**config.mk**
```make
export PLATFORM = sky130hd
export DESIGN_NAME = regfile_decode_bank
export DESIGN_NICKNAME = d
export VERILOG_FILES = /design/src/rtl/regfile_decode_bank.sv
export SDC_FILE = /design/constraint.sdc
export NUM_CORES = 1
export LEC_CHECK = 0
export BUFFER_PORTS_ARGS = -buffer_cell sky130_fd_sc_hd__buf_2
export CORE_ASPECT_RATIO = 1.25
export CORE_MARGIN = 2
export CORE_UTILIZATION = 40
export DETAILED_ROUTE_END_ITERATION = 8
export PLACE_DENSITY = 0.57
export SLEW_MARGIN = 20
export SYNTH_ARGS = -nofsm -noshare
export SYNTH_HDL_FRONTEND = slang
export SYNTH_SLANG_ARGS = --single-unit
```
**constraint.sdc**
```tcl
create_clock -name clk -period 2.65 [get_ports clk]
set_input_delay 0.1325 -clock clk [delete_from_list [all_inputs] [get_ports clk]]
set_output_delay 0.1325 -clock clk [all_outputs]
set_load 0.01 [all_outputs]
```
**src/rtl/regfile_decode_bank.sv**
```systemverilog
// Decode-stage register file: NREGS x WIDTH storage, two read ports, one write port.
// The one-hot write/read wordline decoders are internal and sized by NREGS.
// Optional write-through bypass, hardwired zero register and registered read outputs.
module regfile_decode_bank #(
    parameter int NREGS    = 16,
    parameter int WIDTH    = 16,
    parameter int ZERO_REG = 1,
    parameter int BYPASS   = 1,
    parameter int READ_REG = 0,
    localparam int AW      = (NREGS > 1) ? $clog2(NREGS) : 1
) (
    input  logic             clk,
    input  logic             rst_n,
    input  logic             WriteReg,
    input  logic [AW-1:0]    DstReg,
    input  logic [WIDTH-1:0] DstData,
    input  logic [AW-1:0]    SrcReg1,
    input  logic [AW-1:0]    SrcReg2,
    input  logic             RdEn,
    output logic [WIDTH-1:0] SrcData1,
    output logic [WIDTH-1:0] SrcData2,
    output logic             RdValid,
    output logic [NREGS-1:0] WrWordline
);

    logic [WIDTH-1:0] r_mem [NREGS];
    logic [NREGS-1:0] w_wr_wordline;
    logic [WIDTH-1:0] w_cell [NREGS];
    logic [WIDTH-1:0] w_rd_val1;
    logic [WIDTH-1:0] w_rd_val2;

    // Write wordline decode: one-hot, dropped when disabled or aimed at the hardwired zero register.
    // IDs >= NREGS never match any loop index, so they decode to an all-zero wordline.
    always_comb begin
        w_wr_wordline = '0;
        for (int i = 0; i < NREGS; i++) begin
            w_wr_wordline[i] = WriteReg && (DstReg == AW'(i)) && !((ZERO_REG != 0) && (i == 0));
        end
    end

    assign WrWordline = w_wr_wordline;

    // Per-register visible value: zero register, then write-through, then pre-edge contents
    always_comb begin
        for (int i = 0; i < NREGS; i++) begin
            w_cell[i] = ((ZERO_REG != 0) && (i == 0))            ? {WIDTH{1'b0}} :
                        ((BYPASS != 0) && w_wr_wordline[i])       ? DstData       :
                                                                    r_mem[i];
        end
    end

    // Read wordline mux: AND-OR select per port; unmatched (out-of-range) IDs read as zero
    always_comb begin
        w_rd_val1 = '0;
        w_rd_val2 = '0;
        for (int i = 0; i < NREGS; i++) begin
            w_rd_val1 = w_rd_val1 | ((SrcReg1 == AW'(i)) ? w_cell[i] : {WIDTH{1'b0}});
            w_rd_val2 = w_rd_val2 | ((SrcReg2 == AW'(i)) ? w_cell[i] : {WIDTH{1'b0}});
        end
    end

    // Storage array: cleared asynchronously, written through the decoded wordline
    always_ff @(posedge clk or negedge rst_n) begin
        if (!rst_n) begin
            for (int i = 0; i < NREGS; i++) begin
                r_mem[i] <= '0;
            end
        end else begin
            for (int i = 0; i < NREGS; i++) begin
                if (w_wr_wordline[i]) begin
                    r_mem[i] <= DstData;
                end else begin
                    r_mem[i] <= r_mem[i];
                end
            end
        end
    end

    generate
        if (READ_REG != 0) begin : g_rd_reg
            logic [WIDTH-1:0] r_src_data1;
            logic [WIDTH-1:0] r_src_data2;
            logic             r_rd_valid;

            // Registered read: capture both ports on RdEn, otherwise hold; valid tracks RdEn
            always_ff @(posedge clk or negedge rst_n) begin
                if (!rst_n) begin
                    r_src_data1 <= '0;
                    r_src_data2 <= '0;
                    r_rd_valid  <= 1'b0;
                end else begin
                    r_rd_valid <= RdEn;
                    if (RdEn) begin
                        r_src_data1 <= w_rd_val1;
                        r_src_data2 <= w_rd_val2;
                    end else begin
                        r_src_data1 <= r_src_data1;
                        r_src_data2 <= r_src_data2;
                    end
                end
            end

            assign SrcData1 = r_src_data1;
            assign SrcData2 = r_src_data2;
            assign RdValid  = r_rd_valid;
        end else begin : g_rd_comb
            // Zero-latency read: RdEn has no effect, data is valid whenever reset is released
            logic w_rden_unused;
            assign w_rden_unused = RdEn;
            assign SrcData1      = w_rd_val1;
            assign SrcData2      = w_rd_val2;
            assign RdValid       = rst_n;
        end
    endgenerate

endmodule

```
==> metrics.yaml, run 1 <==
timing:
  whs_ns: 0.09012
  hold_violations: 0
  maxSlewHeadroom: 0.4872
  maxSlewViolCount: 0
  finalSetupTns_ns: 0
  setup_slack_ns: 0.2190
  fin_crit_ns: 2.431
  post-route-period-util: 0.9174
  clock.fmax_ghz: 0.4114
  rsz0062_at_grt: "false"
  setup_viol: 0
  tightest_slew_ns: 0.7670
  finalClockSkew_ns: 0
finish:
  largest_reg_flops: 240
  final_cell_area_um2: 14370
  top_regs: "r_mem x240"
  fillers: 2930
  largest-register: "r_mem"
  drive_above_1_share: 0.1632
  fin_nets: 1345
  syn_to_final_growth_pct: 18.18
  fin_cells: 1732
floorplan:
  core_area_um2: 30030
  die_w_um: 160.0
  pin_count: 81
  die_y_um: 198.9
  initial_core_util: 0.4050
  dieArea_um2: 31820
  rows: 71
cts:
  cts_tree: "yes"
  post_cts_buffers: 0
  cts_made_buffers: 25
  ctsHoldBuffers: 1
  post_cts_resized: 0
  cts_max_level: 1
  clock_latency_ns: 0.54
  numClockSinks: 240
  clock_path_buffers: 3
  clk_pin_slew_worst_paths_ns: 0.06
  cts_root_buffer: "clkbuf_16"
route:
  routed_wl_mm: 44.66
  viasPerCell: 5.894
  avgRoutedWirePerCell_um: 25.78
  drt_iter0_drc: 1011
  post-route-drc-count: 0
  drt-pass1-iter-count: 6
  ant_nets: 0
  vias: 10210
grt:
  antenna_found_initial: 1
  grt_overflow: 0
  grt_max_degree: 86
  grt.total_usage: 0.2797
  grt_pass1_wl_mm: 65.51
  grt_pass1_vias: 10240
synth:
  synth_fp_nets: 1244
  synthTopCellsByArea: "dfrtp_1, mux2i_1, o22ai_1"
  syn_area_um2: 12160
  synth_flop_cell: "dfrtp_1"
  async_flop_share: 1.000
  synthMostInstantiatedCell: "dfrtp_1"
  synth.avg_cell_area_um2: 10.03
  synth_top_area_share: 0.4939
  yosys-top-cells-count: "dfrtp_1, inv_1, mux2i_1, o22ai_1, clkbuf_1"
  synth_warnings: 0
  ys_types: 41
  synth_top_cell_by_area: "dfrtp_1"
  yosysSeqAreaShare: 0.4939
  synth_seq_cells: 240
  synth-edff-count: 0
  synthCells: 1212
place:
  gp_congestion: 0.9395
  io_buffers: 78
  place_ws_ns: 0.2640
  place_area_um2: 13470
  dpl.cell_count: 1686
  hpwl_mm: 28.58
critical_path:
  cp.arrival_ns: 2.30
  crit_fanout: 10
  cp.buffers_inverters: 3
  cpMaxStageDelayCell: "or2_2"
  cp-start-kind: "primary input"
  crit_chain: "buf_2 -> nand4b_1 -> or2_2 -> buf_12 -> mux2i_1 -> nor2_1 -> a311oi_1 -> nand3_1 -> buf_2"
  critPathRequiredTime_ns: 2.52
  endpoint_kind: "output port"
  worstSetupPathType: "primary input to output port"
  slowest_delay_ns: 0.55
  cp_common_cell: "buf_2"
  critPathTopFamily: "simple AND/OR/NAND/NOR gates"
outcome:
  status: "completed"
power:
  p_per_area_nw_per_um2: 766.1
  vdd_drop_max_v: 0.0003905
  p_leak_uw: 0.007417
min_path:
  hold_class: "primary input to register"
job:
  drv_cap: 0
## worst paths after layout
path                             startpoint      endpoint  slack, ns  cells after the start
max in group asynchronous             rst_n     r_mem[93]       1.64                      3
worst min register to register   r_mem[192]    r_mem[192]       0.50                      2
worst max-delay path              DstReg[0]  SrcData2[15]       0.22                      9
worst min-delay path            DstData[13]    r_mem[221]       0.09                      3
min in group asynchronous             rst_n     r_mem[66]       0.14                      2
worst max register to register   r_mem[213]    r_mem[213]       1.75                      2
## cell type report
| cell class | count | area, µm² | share of cell area |
|---|---|---|---|
| clock inverter | 9 | 195.2 | 0.01358 |
| sequential | 240 | 6006 | 0.4179 |
| multi-input combinational | 663 | 4942 | 0.3439 |
| antenna | 1 | 2.502 | 0.0001741 |
| timing repair buffer | 150 | 1156 | 0.08045 |
| tap | 401 | 501.7 | 0.03491 |
| clock buffer | 35 | 693.2 | 0.04823 |
| inverter | 233 | 874.6 | 0.06086 |
## kinds of logic (layout without fill, tap and decap cells)
group	Yosys count	in the layout	synth area share
compound gates	232	232	0.1227
buf+inv	309	427	0.09991
flops	240	240	0.4939
mux	240	240	0.1995
other cells	1	2	0.0003084
simple gates	190	190	0.08365
## layer usage
layer  share of wire  vias to the layer above  routed length, µm  global-route usage
met1            0.40                     5024              17910              0.3564
li1                -                     4443                  -                   -
met2            0.46                      555              20590              0.4563
met5               0                        -                  0                   0
met4           0.059                        0               2650              0.1475
met3           0.079                      187               3511             0.05067
## worst reg2reg max path, cell delays in order, from the launching register on
cell	delay (ns)
dfrtp_1	0.37
mux2i_1	0.33
inv_1	0.08
## report_power, final
part           switching [µW]  total (µW)  internal [µW]
logic                    1580        2400            825
clock network            1480        3880           2400
registers                 227        4730           4500
total                    3280       11000           7730
## through the flow
step	power, µW	util
2_1_floorplan	6291	-
4_1_cts	11020	0.4785
3_3_place_gp	7069	0.4486
3_5_place_dp	7150	0.4486
6_report	11010	0.4786
5_1_grt	11530	0.4786
## placed cells by master, fill, tap and decap left out, types with 6 or more instances in the layout
cell type,instances
nor2_2,8
mux2i_1,224
nor2_1,38
o22ai_1,203
inv_1,233
clkbuf_1,7
dfrtp_1,240
a221oi_1,11
and3_1,6
nor2b_1,8
buf_12,17
buf_2,77
nand2_1,36
nand3_1,29
a21oi_1,6
buf_4,54
mux2_2,15
bufinv_16,6
clkbuf_16,25
nor4_1,41
Note: power is estimated with default switching activity, not from simulation.
==> inputs of run 2 (changes only) <==
--- a/config.mk
+++ b/config.mk
@@ -5,13 +5,15 @@
 export SDC_FILE = /design/constraint.sdc
 export NUM_CORES = 1
 export LEC_CHECK = 0
+export ABC_AREA = 1
 export BUFFER_PORTS_ARGS = -buffer_cell sky130_fd_sc_hd__buf_2
 export CORE_ASPECT_RATIO = 1.25
 export CORE_MARGIN = 2
 export CORE_UTILIZATION = 40
 export DETAILED_ROUTE_END_ITERATION = 8
-export PLACE_DENSITY = 0.57
-export SLEW_MARGIN = 20
+export MAX_ROUTING_LAYER = met4
+export PLACE_DENSITY = 0.56
+export SLEW_MARGIN = 5
 export SYNTH_ARGS = -nofsm -noshare
 export SYNTH_HDL_FRONTEND = slang
 export SYNTH_SLANG_ARGS = --single-unit
==> metrics.yaml, run 2 <==
floorplan:
  rows: 81  # was 71
  die_y_um: 226.7  # was 198.9 µm
  initial_core_util: 0.4056  # was 0.4050
  pin_count: 81  # unchanged
  core_area_um2: 39120  # was 30030 µm²
  dieArea_um2: 41290  # was 31820 µm²
  die_w_um: 182.1  # was 160.0 µm
critical_path:
  endpoint_kind: "output port"  # unchanged
  ff2ff_path_depth: 3  # was 2
  cpMaxStageDelayCell: "dlygate4sd3_1"  # was or2_2
  cp.arrival_ns: 2.47  # was 2.30 ns
  worstSetupPathType: "primary input to output port"  # unchanged
  reg2reg_from: "r_mem[168]"  # was r_mem[213]
  cp_common_cell: "nand2_1"  # was buf_2
  crit_chain: "dlygate4sd3_1 -> buf_2 -> inv_1 -> nand3_1 -> nand3_1 -> nand2_1 -> inv_1 -> nand2_1 -> nor2_1 -> nand2_1 -> buf_2"  # was buf_2 -> nand4b_1 -> or2_2 -> buf_12 -> mux2i_1 -> nor2_1 -> a311oi_1 -> nand3_1 -> buf_2
  crit_fanout: 15  # was 10
  rr_endpoint: "r_mem[168]"  # was r_mem[213]
  cp.buffers_inverters: 5  # was 3
  critPathTopFamily: "buffers and inverters"  # was simple AND/OR/NAND/NOR gates
  r2r_setup_slack_ns: 1.86  # was 1.75 ns
  critPathRequiredTime_ns: 2.52  # about the same
  slowest_delay_ns: 0.54  # was 0.55 ns
  cp-start-kind: "primary input"  # unchanged
route:
  drt_iter0_drc: 1428  # was 1011
  routed_wl_mm: 59.50  # was 44.66 mm
  drt-pass1-iter-count: 6  # unchanged
  viasPerCell: 5.239  # was 5.894
  post-route-drc-count: 0  # unchanged
  avgRoutedWirePerCell_um: 19.07  # was 25.78 µm
  ant_nets: 0  # unchanged
  vias: 16350  # was 10210
synth:
  synth_top_cell_by_area: "dfrtp_1"  # unchanged
  ys_types: 20  # was 41
  synth-edff-count: 0  # unchanged
  synth_warnings: 0  # unchanged
  synth_flop_cell: "dfrtp_1"  # unchanged
  synthMostInstantiatedCell: "nand2_1"  # was dfrtp_1
  synthTopCellsByArea: "dfrtp_1, nand2_1, nand3_1"  # was dfrtp_1, mux2i_1, o22ai_1
  synth_fp_nets: 2521  # was 1244
  yosysSeqAreaShare: 0.3785  # was 0.4939
  synth_top_area_share: 0.3785  # was 0.4939
  synth_seq_cells: 240  # unchanged
  async_flop_share: 1.000  # unchanged
  syn_area_um2: 15870  # was 12160 µm²
  synthCells: 2489  # was 1212
  yosys-top-cells-count: "nand2_1, nand3_1, inv_1, dfrtp_1, and2_1"  # was dfrtp_1, inv_1, mux2i_1, o22ai_1, clkbuf_1
  synth.avg_cell_area_um2: 6.375  # was 10.03 µm²
place:
  hpwl_mm: 39.71  # was 28.58 mm
  place_area_um2: 17310  # was 13470 µm²
  place_ws_ns: 0.3169  # was 0.2640 ns
  io_buffers: 78  # unchanged
  gp_congestion: 0.9055  # was 0.9395
timing:
  tightest_slew_ns: 0.8519  # was 0.7670 ns
  post-route-period-util: 0.9824  # was 0.9174
  setup_viol: 0  # unchanged
  setup_slack_ns: 0.04676  # was 0.2190 ns
  clock.fmax_ghz: 0.3841  # was 0.4114 GHz
  rsz0062_at_grt: "false"  # unchanged
  fin_crit_ns: 2.603  # was 2.431 ns
  finalClockSkew_ns: 0  # unchanged
  maxSlewHeadroom: 0.4300  # was 0.4872
  finalSetupTns_ns: 0  # unchanged
  maxSlewViolCount: 0  # unchanged
  hold_violations: 0  # unchanged
grt:
  grt_pass1_vias: 15820  # was 10240
  antenna_found_initial: 1  # unchanged
  grt_overflow: 0  # unchanged
  grt_max_degree: 75  # was 86
  grt_pass1_wl_mm: 90.52  # was 65.51 mm
  grt.total_usage: 0.2972  # was 0.2797
power:
  p_leak_uw: 0.009841  # was 0.007417 µW
  power.switching_uw: 3632  # was 3283 µW
  total_power_uw: 11350  # was 11010 µW
  pwr-share-comb: 0.243  # was 0.218
  p_int_uw: 7714  # was 7727 µW
  p_sw_frac: 0.3201  # was 0.2982
  p_per_area_nw_per_um2: 616.7  # was 766.1 nW/µm²
  vdd_drop_max_v: 0.0004893  # was 0.0003905 V
  power_frac_seq: 0.407  # was 0.430
  clkPwrFrac: 0.350  # was 0.352
finish:
  drive_above_1_share: 0.08699  # was 0.1632
  final_cell_area_um2: 18400  # was 14370 µm²
  layout_common_cells: "nand2_1, nand3_1, inv_1"  # was dfrtp_1, inv_1, mux2i_1
  largest_reg_flops: 240  # unchanged
  layout_commonest_cell: "nand2_1"  # was dfrtp_1
  syn_to_final_growth_pct: 15.94  # was 18.18%
  top_regs: "r_mem x240"  # unchanged
  fin_nets: 2635  # was 1345
  largest-register: "r_mem"  # unchanged
cts:
  cts_root_buffer: "clkbuf_16"  # unchanged
  cts_max_level: 1  # unchanged
  clock_latency_ns: 0.56  # was 0.54 ns
  numClockSinks: 240  # unchanged
  clk_pin_slew_worst_paths_ns: 0.06  # about the same
  clock_path_buffers: 3  # unchanged
  cts_made_buffers: 29  # was 25
  cts_tree: "yes"  # unchanged
min_path:
  hold_class: "primary input to asynchronous set/reset pin"  # was primary input to register
outcome:
  status: "completed"  # unchanged
job:
  drv_cap: 0  # unchanged
## run 2: cell count changes after synthesis, moves of 10 or more
cell / previous run / this run
nor2_1: 38 / 110
o21ai_0: 0 / 28
nand3_1: 29 / 540
mux2_2: 15 / 0
o22ai_1: 203 / 0
and2_1: 3 / 194
nand4_1: 4 / 40
mux2i_1: 224 / 0
buf_2: 14 / 31
nor4_1: 41 / 0
a221oi_1: 11 / 0
inv_1: 233 / 417
clkbuf_1: 52 / 62
nand2_1: 36 / 788
## run 2: what timing repair did
item                                    CTS  global route
buffers inserted                          0             0
endpoints found under the hold margin   112             0
resized for setup                         0             1
endpoints found under the setup margin    0             1
hold buffers                             17             0
## run 2: how the worst max path moves through the flow
| stage | start | endpoint | cells after the start |
|---|---|---|---|
| global placement | DstReg[3] | SrcData1[13] | 12 |
| CTS | DstData[3] | SrcData1[3] | 11 |
| floorplan | DstReg[3] | SrcData1[10] | 10 |
| detailed placement | DstReg[3] | SrcData1[13] | 12 |
| global route | DstData[7] | SrcData1[7] | 11 |
| finish | DstData[7] | SrcData1[7] | 11 |
## run 2: power groups by stage
stage               clock, µW  sequential [µW]  combinational (µW)
floorplan                   0             4620                1870
global placement            0             4650                2640
detailed placement          0             4670                2690
CTS                      4030             4610                2730
global route             4170             4680                3120
finish                   3970             4610                2760
## run 2: logic make-up (layout without fill, tap and decap cells)
logic type      Yosys count  after routing  synth area share
compound gates           36             36           0.01262
other cells               1              2         0.0002363
simple gates           1684           1684            0.4808
flops                   240            240            0.3785
buf+inv                 528            660            0.1278
## run 2: per-stage QoR
step,utilization,hold WS [ns],instances
detailed placement,0.4426,0.1600,3053
CTS,0.4701,0.1123,3119
floorplan,-,-0.1631,2489
global placement,0.4426,0.1707,3053
finish,0.4703,0.1098,3120
global route,0.4703,0.1617,3120
## run 2: final cells by class
cell class,instances,area (µm²)
fill,4070,20720
multi-input combinational,1721,7851
sequential,240,6006
inverter,424,1595
timing repair buffer,187,1411
clock buffer,47,873.3
tap,498,623.1
clock inverter,2,35.03
antenna,1,2.502
## run 2: per-layer routing
| layer | up-vias | wire, µm | GRT usage |
|---|---|---|---|
| met5 | - | 0 | - |
| met1 | 7591 | 25300 | 0.3841 |
| met4 | 0 | 2410 | 0.1233 |
| met3 | 149 | 4787 | 0.04240 |
| li1 | 7906 | - | - |
| met2 | 700 | 27000 | 0.4698 |
## run 2: worst reg2reg max path: stages (launching register included)
cell     delay, ns
dfrtp_1       0.37
inv_1         0.05
nand2_1       0.07
and2_1        0.18
